==> config.mk <==
export PLATFORM = sky130hd
export DESIGN_NAME = rr_grant_arbiter
export DESIGN_NICKNAME = d
export VERILOG_FILES = /design/src/rtl/arb_pkg.sv /design/src/rtl/rr_priority_pick.sv /design/src/rtl/rr_grant_arbiter.sv
export SDC_FILE = /design/constraint.sdc
export NUM_CORES = 1
export LEC_CHECK = 0
export CAP_MARGIN = 25
export CORE_UTILIZATION = 30
export CTS_BUF_LIST = sky130_fd_sc_hd__clkbuf_4 sky130_fd_sc_hd__clkbuf_8 sky130_fd_sc_hd__clkbuf_16
export DETAILED_ROUTE_END_ITERATION = 8
export SETUP_SLACK_MARGIN = 0.05
export SYNTH_ARGS = -nofsm -noshare
export SYNTH_HDL_FRONTEND = slang
export SYNTH_HIERARCHICAL = 1
export SYNTH_SLANG_ARGS = --single-unit
==> constraint.sdc <==
create_clock -name i_clk -period 3.8 [get_ports i_clk]
set_input_delay 0.38 -clock i_clk [delete_from_list [all_inputs] [get_ports i_clk]]
set_output_delay 0.38 -clock i_clk [all_outputs]
set_load 0.01 [all_outputs]
==> src/rtl/arb_pkg.sv <==
// Shared definitions for the round-robin arbiters.
//   arb_state_t : arbiter FSM states (IDLE, GRANT)
//   rr_pick     : reference round-robin search over up to PICK_MAX requesters.
//                 Scans from last_idx+1 upward with wrap; last_idx itself is
//                 the final candidate. Returns {found, idx}.
package arb_pkg;

    typedef enum logic {
        IDLE  = 1'b0,
        GRANT = 1'b1
    } arb_state_t;

    localparam int PICK_MAX = 16;

    // Unused upper request bits must be zero. With those bits zero, wrapping
    // modulo 16 picks the same winner as wrapping modulo the real count.
    function automatic logic [4:0] rr_pick(input logic [PICK_MAX-1:0] req,
                                           input logic [3:0]          last_idx);
        logic       found;
        logic [3:0] idx;
        logic [3:0] cand;
        found = 1'b0;
        idx   = last_idx;
        for (int i = 1; i <= PICK_MAX; i++) begin
            cand = 4'(int'(last_idx) + i);
            if (!found && req[cand]) begin
                found = 1'b1;
                idx   = cand;
            end
        end
        return {found, idx};
    endfunction

endpackage

==> src/rtl/rr_priority_pick.sv <==
// Combinational round-robin winner finder.
//   req    : request vector
//   ptr    : index of the previous winner; the scan starts at ptr+1 and
//            ptr itself is the last candidate
//   found  : at least one request is set
//   idx    : winning index (don't-care when found=0)
//   onehot : winning requester as a one-hot vector (zero when found=0)
// Rotates req so the first candidate sits at bit 0, takes the lowest set
// bit, then maps the offset back to an absolute index.
module rr_priority_pick #(
    parameter  int N_REQ = 4,
    localparam int IDX_W = $clog2(N_REQ)
) (
    input  logic [N_REQ-1:0] req,
    input  logic [IDX_W-1:0] ptr,
    output logic             found,
    output logic [IDX_W-1:0] idx,
    output logic [N_REQ-1:0] onehot
);

    logic [N_REQ-1:0] rot;
    int               off;

    always_comb begin
        rot = '0;
        for (int i = 0; i < N_REQ; i++) begin
            rot[i] = req[IDX_W'((int'(ptr) + 1 + i) % N_REQ)];
        end
    end

    always_comb begin
        found = 1'b0;
        off   = 0;
        for (int i = 0; i < N_REQ; i++) begin
            if (!found && rot[i]) begin
                found = 1'b1;
                off   = i;
            end
        end
    end

    always_comb begin
        idx    = IDX_W'((int'(ptr) + 1 + off) % N_REQ);
        onehot = '0;
        if (found) begin
            onehot[idx] = 1'b1;
        end
    end

endmodule

==> src/rtl/rr_grant_arbiter.sv <==
// Round-robin grant arbiter for a shared registered resource.
//   i_clk       : clock, rising edge
//   i_rst       : asynchronous active-high reset
//   i_req       : per-requester request level
//   i_done      : current owner finished (ignored while idle)
//   o_gnt       : registered one-hot grant, zero when idle
//   o_gnt_valid : registered OR of o_gnt
//   o_gnt_idx   : current owner index, holds the last owner while idle
//   o_timeout   : one-cycle pulse after a release forced by the hold limit
//
// state | meaning
// IDLE  | no grant outstanding, waiting for any request
// GRANT | o_gnt_idx owns the resource; hold counter tracks its tenure
module rr_grant_arbiter
    import arb_pkg::*;
#(
    parameter  int N_REQ    = 4,
    parameter  int MAX_HOLD = 16,
    localparam int IDX_W    = $clog2(N_REQ),
    localparam int CNT_W    = $clog2(MAX_HOLD)
) (
    input  logic             i_clk,
    input  logic             i_rst,
    input  logic [N_REQ-1:0] i_req,
    input  logic             i_done,
    output logic [N_REQ-1:0] o_gnt,
    output logic             o_gnt_valid,
    output logic [IDX_W-1:0] o_gnt_idx,
    output logic             o_timeout
);

    arb_state_t       state;
    logic [CNT_W-1:0] hold_cnt;

    logic             pick_found;
    logic [IDX_W-1:0] pick_idx;
    logic [N_REQ-1:0] pick_onehot;

    logic owner_req;
    logic expiry;
    logic release_now;

    // The scan includes the owner as the last candidate, so a lone owner
    // that still requests is simply re-granted.
    rr_priority_pick #(.N_REQ(N_REQ)) u_pick (
        .req    (i_req),
        .ptr    (o_gnt_idx),
        .found  (pick_found),
        .idx    (pick_idx),
        .onehot (pick_onehot)
    );

    assign owner_req   = i_req[o_gnt_idx];
    assign expiry      = (hold_cnt == CNT_W'(MAX_HOLD - 1));
    assign release_now = i_done || !owner_req || expiry;

    always_ff @(posedge i_clk or posedge i_rst) begin
        if (i_rst) begin
            state       <= IDLE;
            hold_cnt    <= '0;
            o_gnt       <= '0;
            o_gnt_valid <= 1'b0;
            o_gnt_idx   <= IDX_W'(N_REQ - 1);
            o_timeout   <= 1'b0;
        end else begin
            o_timeout <= 1'b0;
            case (state)
                IDLE: begin
                    if (pick_found) begin
                        state       <= GRANT;
                        hold_cnt    <= '0;
                        o_gnt       <= pick_onehot;
                        o_gnt_valid <= 1'b1;
                        o_gnt_idx   <= pick_idx;
                    end
                end
                GRANT: begin
                    if (!release_now) begin
                        hold_cnt <= hold_cnt + CNT_W'(1);
                    end else begin
                        hold_cnt <= '0;
                        // Only a release caused purely by the hold limit is flagged.
                        o_timeout <= expiry && !i_done && owner_req;
                        if (pick_found) begin
                            o_gnt     <= pick_onehot;
                            o_gnt_idx <= pick_idx;
                        end else begin
                            state       <= IDLE;
                            o_gnt       <= '0;
                            o_gnt_valid <= 1'b0;
                        end
                    end
                end
                default: begin
                    state       <= IDLE;
                    o_gnt       <= '0;
                    o_gnt_valid <= 1'b0;
                end
            endcase
        end
    end

endmodule

# ---- Word-level counts from Yosys, hierarchy flattened
# Index checks and enable logic that the tools add are counted.
dict set report word_totals {
  inputBits 7
  out_inout_bits 8
  reg_bits 13
}
dict set report classes {
  muxes 42
  reduce_logical 15
  add_sub_neg 6
  order_cmp 7
  n_bitwise 1
  eq_ne 4
}
# operator count
set ops {}
lappend ops {{two-way mux 1 bit} 22}
lappend ops {{two-way mux 4 bit} 5}
lappend ops {{< comparator 2 x 4 -> 1 bit, second input constant} 4}
lappend ops {{case mux 4 bit (2 select lines)} 2}
lappend ops {{binary-select mux 1 bit (select 2 bit)} 5}
lappend ops {{two-way mux 2 bit} 4}
lappend ops {{logical AND 1 bit} 6}
lappend ops {{< comparator 2 x 3 -> 1 bit, second input constant} 2}
lappend ops {{logical NOT 1 bit} 5}
lappend ops {{adder 2 x 1 -> 2 bit, second input constant} 2}
lappend ops {{adder 2 bit, second input constant} 2}
lappend ops {{adder 4 x 1 -> 4 bit, second input constant} 1}
lappend ops {{equality test 4 bit, second input constant} 1}
lappend ops {{!= test 2 bit, second input constant} 2}
lappend ops {{case mux 1 bit (2 select lines)} 2}
lappend ops {{case mux 2 bit (2 select lines)} 1}
lappend ops {{AND reduction 3 bit} 1}
lappend ops {{adder 2 bit} 1}
lappend ops {{demux 1 bit (select 2 bit)} 1}
lappend ops {{>= comparator 2 x 1 -> 1 bit, second input constant} 1}
lappend ops {{logical OR 1 bit} 2}
lappend ops {{!= test 2 x 1 -> 1 bit, second input constant} 1}
lappend ops {{AND reduction 2 bit} 1}
lappend ops {{inverter 1 bit} 1}

# ---- Logic depth before layout (Yosys ltp)
dict set report depth {
  ltp_word 22
  depth_mapped 11
  mapped_depth_nobuf 10
}

# ---- Modules after synthesis
# The synthesis kept the hierarchy.
# mod instances area_per_inst_um2 cells_each seq_area_each_um2
set by_module_without_submodules {}
lappend by_module_without_submodules {rr_grant_arbiter 1 636.9 53 327.8}
lappend by_module_without_submodules {rr_priority_pick 1 275.3 38 0.0}

# ---- Worst setup path before layout
# No wires, ideal clock.
dict set report synth_path {
  kind {register -> register}
  startpoint {register o_gnt_idx[1]}
  endpoint {register o_gnt[1]}
  arrival_time_ps 2201
  slack_ps 1477
  period_less_slack_ps 2323
  stages_incl_launch_ff 12
  required_time_ps 3678
  cell_sequence {dfstp_2 buf_6 nand2_1 a21oi_1 o2bb2ai_1 o22a_1 ha_1 xnor2_1 xnor2_1 nand2b_1 mux2i_1 a32o_1}
}
dict set report synth_between {
  elab_chain_cells 22
}
# element line_no
set synth_rtl {}
lappend synth_rtl {{from (decl)} rr_grant_arbiter.sv:28} ;# output logic [IDX_W-1:0] o_gnt_idx,
lappend synth_rtl {{from (signal assigned)} rr_grant_arbiter.sv:63} ;# o_gnt_idx <= IDX_W'(N_REQ - 1);
lappend synth_rtl {{from (signal assigned)} rr_grant_arbiter.sv:74} ;# o_gnt_idx <= pick_idx;
lappend synth_rtl {{from (signal assigned)} rr_grant_arbiter.sv:86} ;# o_gnt_idx <= pick_idx;
lappend synth_rtl {{adder 2 x 1 -> 2 bit (*)} {rr_priority_pick.sv:27, rr_priority_pick.sv:43}}
lappend synth_rtl {{branches (longest 13 deep; another with adder 2 bit)} --}
lappend synth_rtl {{adder 2 bit (*)} rr_priority_pick.sv:43} ;# idx = IDX_W'((int'(ptr) + 1 + off) % N_REQ);
lappend synth_rtl {{< comparator 2 x 3 -> 1 bit (not written as such) / >= comparator 2 x 1 -> 1 bit (equally long branches)} rr_priority_pick.sv:46} ;# onehot[idx] = 1'b1;
lappend synth_rtl {{logical AND 1 bit (not written as such)} rr_priority_pick.sv:46}
lappend synth_rtl {{two-way mux 1 bit (not written as such)} rr_priority_pick.sv:46}
lappend synth_rtl {{demux 1 bit (select 2 bit) (*)} --}
lappend synth_rtl {{net pick_onehot[1]} rr_grant_arbiter.sv:37} ;# logic [N_REQ-1:0] pick_onehot;
lappend synth_rtl {{two-way mux 4 bit} rr_grant_arbiter.sv:84} ;# if (pick_found) begin
lappend synth_rtl {{two-way mux 4 bit} rr_grant_arbiter.sv:78} ;# if (!release_now) begin
lappend synth_rtl {{case mux 4 bit (2 select lines) (*)} rr_grant_arbiter.sv:67} ;# case (state)
lappend synth_rtl {{to (signal assigned)} rr_grant_arbiter.sv:72} ;# o_gnt <= pick_onehot;
lappend synth_rtl {{to (signal assigned)} rr_grant_arbiter.sv:85} ;# o_gnt <= pick_onehot;
lappend synth_rtl {{to (decl)} rr_grant_arbiter.sv:26} ;# output logic [N_REQ-1:0] o_gnt,
# Mark *: on every way through the listed nets, which the timed path passes. The select of a mux whose other input is x is not followed.
# A chain may end at the register's enable or synchronous reset.

# ---- Final worst setup path
dict set report layout_path {
  startpoint {input i_req[0]}
  endpoint {register o_gnt[0]}
}
dict set report layout_between {
  elab_chain_cells 21
}
# element line_no
set layout_rtl {}
lappend layout_rtl {{from (decl)} rr_grant_arbiter.sv:24} ;# input logic [N_REQ-1:0] i_req,
lappend layout_rtl {{binary-select mux 1 bit (select 2 bit)} rr_priority_pick.sv:27} ;# rot[i] = req[IDX_W'((int'(ptr) + 1 + i) % N_REQ)];
lappend layout_rtl {{two-way mux 1 bit (not written as such) (2 in a row)} rr_priority_pick.sv:27}
lappend layout_rtl {{two-way mux 1 bit} rr_priority_pick.sv:35} ;# if (!found && rot[i]) begin
lappend layout_rtl {{logical NOT 1 bit} rr_priority_pick.sv:35}
lappend layout_rtl {{logical AND 1 bit} rr_priority_pick.sv:35}
lappend layout_rtl {{two-way mux 1 bit} rr_priority_pick.sv:35}
lappend layout_rtl {{logical NOT 1 bit} rr_priority_pick.sv:35}
lappend layout_rtl {{logical AND 1 bit} rr_priority_pick.sv:35}
lappend layout_rtl {{(+5 left out)} --}
lappend layout_rtl {{< comparator 2 x 3 -> 1 bit (not written as such) / >= comparator 2 x 1 -> 1 bit (equally long branches)} rr_priority_pick.sv:46}
lappend layout_rtl {{logical AND 1 bit (not written as such)} rr_priority_pick.sv:46}
lappend layout_rtl {{two-way mux 1 bit (not written as such)} rr_priority_pick.sv:46}
lappend layout_rtl {{demux 1 bit (select 2 bit) (*)} --}
lappend layout_rtl {{net pick_onehot[0]} rr_grant_arbiter.sv:37}
lappend layout_rtl {{two-way mux 4 bit} rr_grant_arbiter.sv:84}
lappend layout_rtl {{two-way mux 4 bit} rr_grant_arbiter.sv:78}
lappend layout_rtl {{case mux 4 bit (2 select lines) (*)} rr_grant_arbiter.sv:67}
# The timed path passes the listed nets; every way through them passes the cells marked *. The select of a mux whose other input is x is not followed.

==> metrics.cfg <==
[floorplan]
pin_count=15
initial_core_util_pct=32.24
core-area_mm2=0.002829
die_y_um=57.14
die_x_um=57.14
die_area_mm2=0.003265
std_cell_rows=19

[synth]
netlist_area_um2=912.1
synth_top_flop_cell=dfrtp_1
synth.avg_cell_area_um2=10.02
async_reset_ff_share_pct=100.0
ys_seq_elements=13
synth_fp_nets=101
yosysSeqAreaShare_pct=35.94
synth_top_area_cell=dfrtp_1
synth.distinct_cells=36
synth_top_cell_area_share_pct=30.18
synth_edf_count=0
yosys_warnings=6
synthCells=91
synthTopCellsByArea=dfrtp_1, dfstp_2, mux2i_1

[clocking]
clockBufferDepth=2
post_cts_buffers=0
hold_buffers=0
numClockSinks=13
cts_inserted_buffers=3
clk_latency_ps=260
cts_resized=0
root_buffer=clkbuf_4
h-tree-depth=1
clkSlewWorstSetupHoldPaths_ps=80
cts_tree=built

[routing]
drt_first_iter_violations=41
drcViolationCount=5
drt_wl_total_mm=1.744
wl_per_cell_um=12.64
dr.pass1.iters=9
vias_per_cell=5.225
ant_nets=0
vias=721

[final_layout]
fill_cells=281
multi_input_area_um2=535.5
final_cells=138
diodes=0
area_delta_synth_final_pct=20.44
post-route-util_pct=38.83
fin_nets=118
drive_gt1_share_pct=14.02
seqCellArea_um2=327.8

[worst_setup_path]
critPathRequiredTime_ps=3950
crit_path_top_delay_cell=clkdlybuf4s50_1
cp_top_family=compound AO/OA/AOI/OAI gates
max_stage_delay_ps=540
cp_cell_sequence=clkdlybuf4s50_1, nor2b_1, a21oi_1, o2bb2ai_1, o22a_1, ha_1, xnor2_1, xnor2_1, nand2b_1, mux2i_1, a32o_1
crit_fanout=8
end_kind=flip-flop
r2r_end=o_gnt[0]$_DFFE_PP0P_
worstPathArrival_ps=2740
crit_start=i_req[0]
r2r_cells=10
critPathCapture=o_gnt[0]$_DFFE_PP0P_
crit_type=in2reg
start_kind=input port
ff2ff_setup_slack_ps=1310
worst-path-stages=11
reg2reg_from=o_gnt_idx[1]$_DFFE_PP1P_
path_buf_inv=1
crit_top_cell=xnor2_1

[power_and_ir_drop]
ir_worst_vdd_uv=313.7
power.leakage_uw=0.0004624
power.density_mw_per_mm2=743.8

[grt]
antenna_found_initial=0
grt_pass1_wl_mm=3.139
grt_max_degree=15
grt_pass1_vias=674
overflow=0
gr-usage-all-layers_pct=12.02

[sta]
worstMarginPinSlew_ps=483.2
finalCritPeriodShare_pct=68.10
hold_ws_ps=425.7
setup_viol=0
slew_headroom_pct=67.75
fmax_ghz=0.3864
hold_viol_final=0
finalClockSkew_ps=6.901
slew_viol_final=0
rsz0062_at_grt=false
fin_setup_tns_ps=0
min_period_ps=2588

[run_status]
violations=design-rule violations
outcome=finished, violations left

[placed_design]
hpwl_mm=1.313
dp.cells=134
gp_congestion=0.7291
port_buffers=14

[flow_run]
cap_violations=0

[min_path]
hold_class=in2async

## metal layers
metal | GRT usage [%] | vias to the layer above | part of all wire, %
met5 | 0 | - | 0
met4 | 3.136 | 0 | 0.57
met3 | 3.175 | 2 | 3.0
met2 | 18.66 | 9 | 47
met1 | 16.67 | 344 | 49
li1 | - | 366 | -
## cells in the mapped netlist, types with 2 or more instances
master	count
nand2_1	9
a21oi_1	3
o2bb2ai_1	2
a32o_1	4
mux2i_1	5
buf_6	2
mux2_2	3
dfstp_2	2
dfrtp_1	11
xnor2_1	3
o21ai_0	6
inv_1	7
nor2b_1	4
nor2_1	3
ha_1	3
nor3_1	2
nand2b_1	3
## worst reg2reg max path, cell delays in order, from the launching register on
cell,delay (ps)
dfstp_2,670
nand2_1,80
a21oi_1,140
o2bb2ai_1,90
o22a_1,200
ha_1,190
xnor2_1,130
xnor2_1,340
nand2b_1,190
mux2i_1,80
a32o_1,260
## per-stage QoR
stage	worst slack [ps]	power [uW]	instance area [um^2]
2_1_floorplan	1477	618.8	912.1
3_3_place_gp	996.5	718.1	1069
3_5_place_dp	956.5	733.1	1069
4_1_cts	1224	826.2	1099
5_1_grt	940.4	896.1	1099
6_report	1212	817.1	1099
## how the worst min path moves through the flow
stage	to	slack, ps	cells after the start
floorplan	hold_cnt[0]$_DFFE_PP0P_	260	1
CTS	hold_cnt[1]$_DFFE_PP0P_	440	2
finish	hold_cnt[1]$_DFFE_PP0P_	430	2
global placement	o_gnt[0]$_DFFE_PP0P_	480	1
global route	hold_cnt[1]$_DFFE_PP0P_	480	2
detailed placement	o_gnt[2]$_DFFE_PP0P_	490	1
## area by class of cell
| class | count | area share [%] |
|---|---|---|
| inverter | 7 | 2.392 |
| multi-input combinational | 69 | 48.75 |
| timing repair buffer | 14 | 12.76 |
| tap | 31 | 3.531 |
| sequential | 13 | 29.84 |
| clock buffer | 4 | 2.733 |
## kinds of logic (layout without fill, tap and decap cells)
logic type	Yosys count	after routing	share of synthesized area, %
compound gates	25	25	23.05
mux	8	8	9.191
fa+ha+maj	3	3	4.116
xor+xnor	3	3	2.881
flops	13	13	35.94
simple gates	30	30	19.48
buf+inv	9	25	5.350
## cell usage in the layout (no fill, tap or decap)
cell and count:
nand3b_1 1, o22a_1 1, a21oi_1 3, clkdlybuf4s50_1 14, o31ai_4 1, a211oi_1 1
nor4_1 1, o21ai_0 6, and3_1 1, a32o_1 4, ha_1 3, o22ai_1 1
nor2b_1 4, and3b_2 1, a22o_1 1, a221oi_1 1, o21ai_1 1, nand2_1 9
nand2b_1 3, nand3_1 1, or2_2 1, xnor2_1 3, clkbuf_4 4, dfrtp_1 11
inv_1 7, o211ai_1 1, a2bb2oi_4 1, mux2_2 3, or2_1 1, dfstp_2 2
nor2_1 3, mux2i_1 5, nor3b_4 1, nor3_1 2, o2bb2ai_1 2, o21bai_1 1
nor3b_2 1
## power breakdown
group	internal, uW	switching (uW)	total (uW)
registers	189	55.7	244
clock network	47.6	39.7	87.4
logic	265	220	486
total	502	315	817
## state kept, by name, summed over array words and instances (netlist names)
| register | count |
|---|---|
| o_gnt_valid | 1 |
| o_gnt_idx | 2 |
| state | 1 |
| hold_cnt | 4 |
| o_timeout | 1 |
| o_gnt | 4 |
No activity file was read; power rests on OpenSTA's default activity.
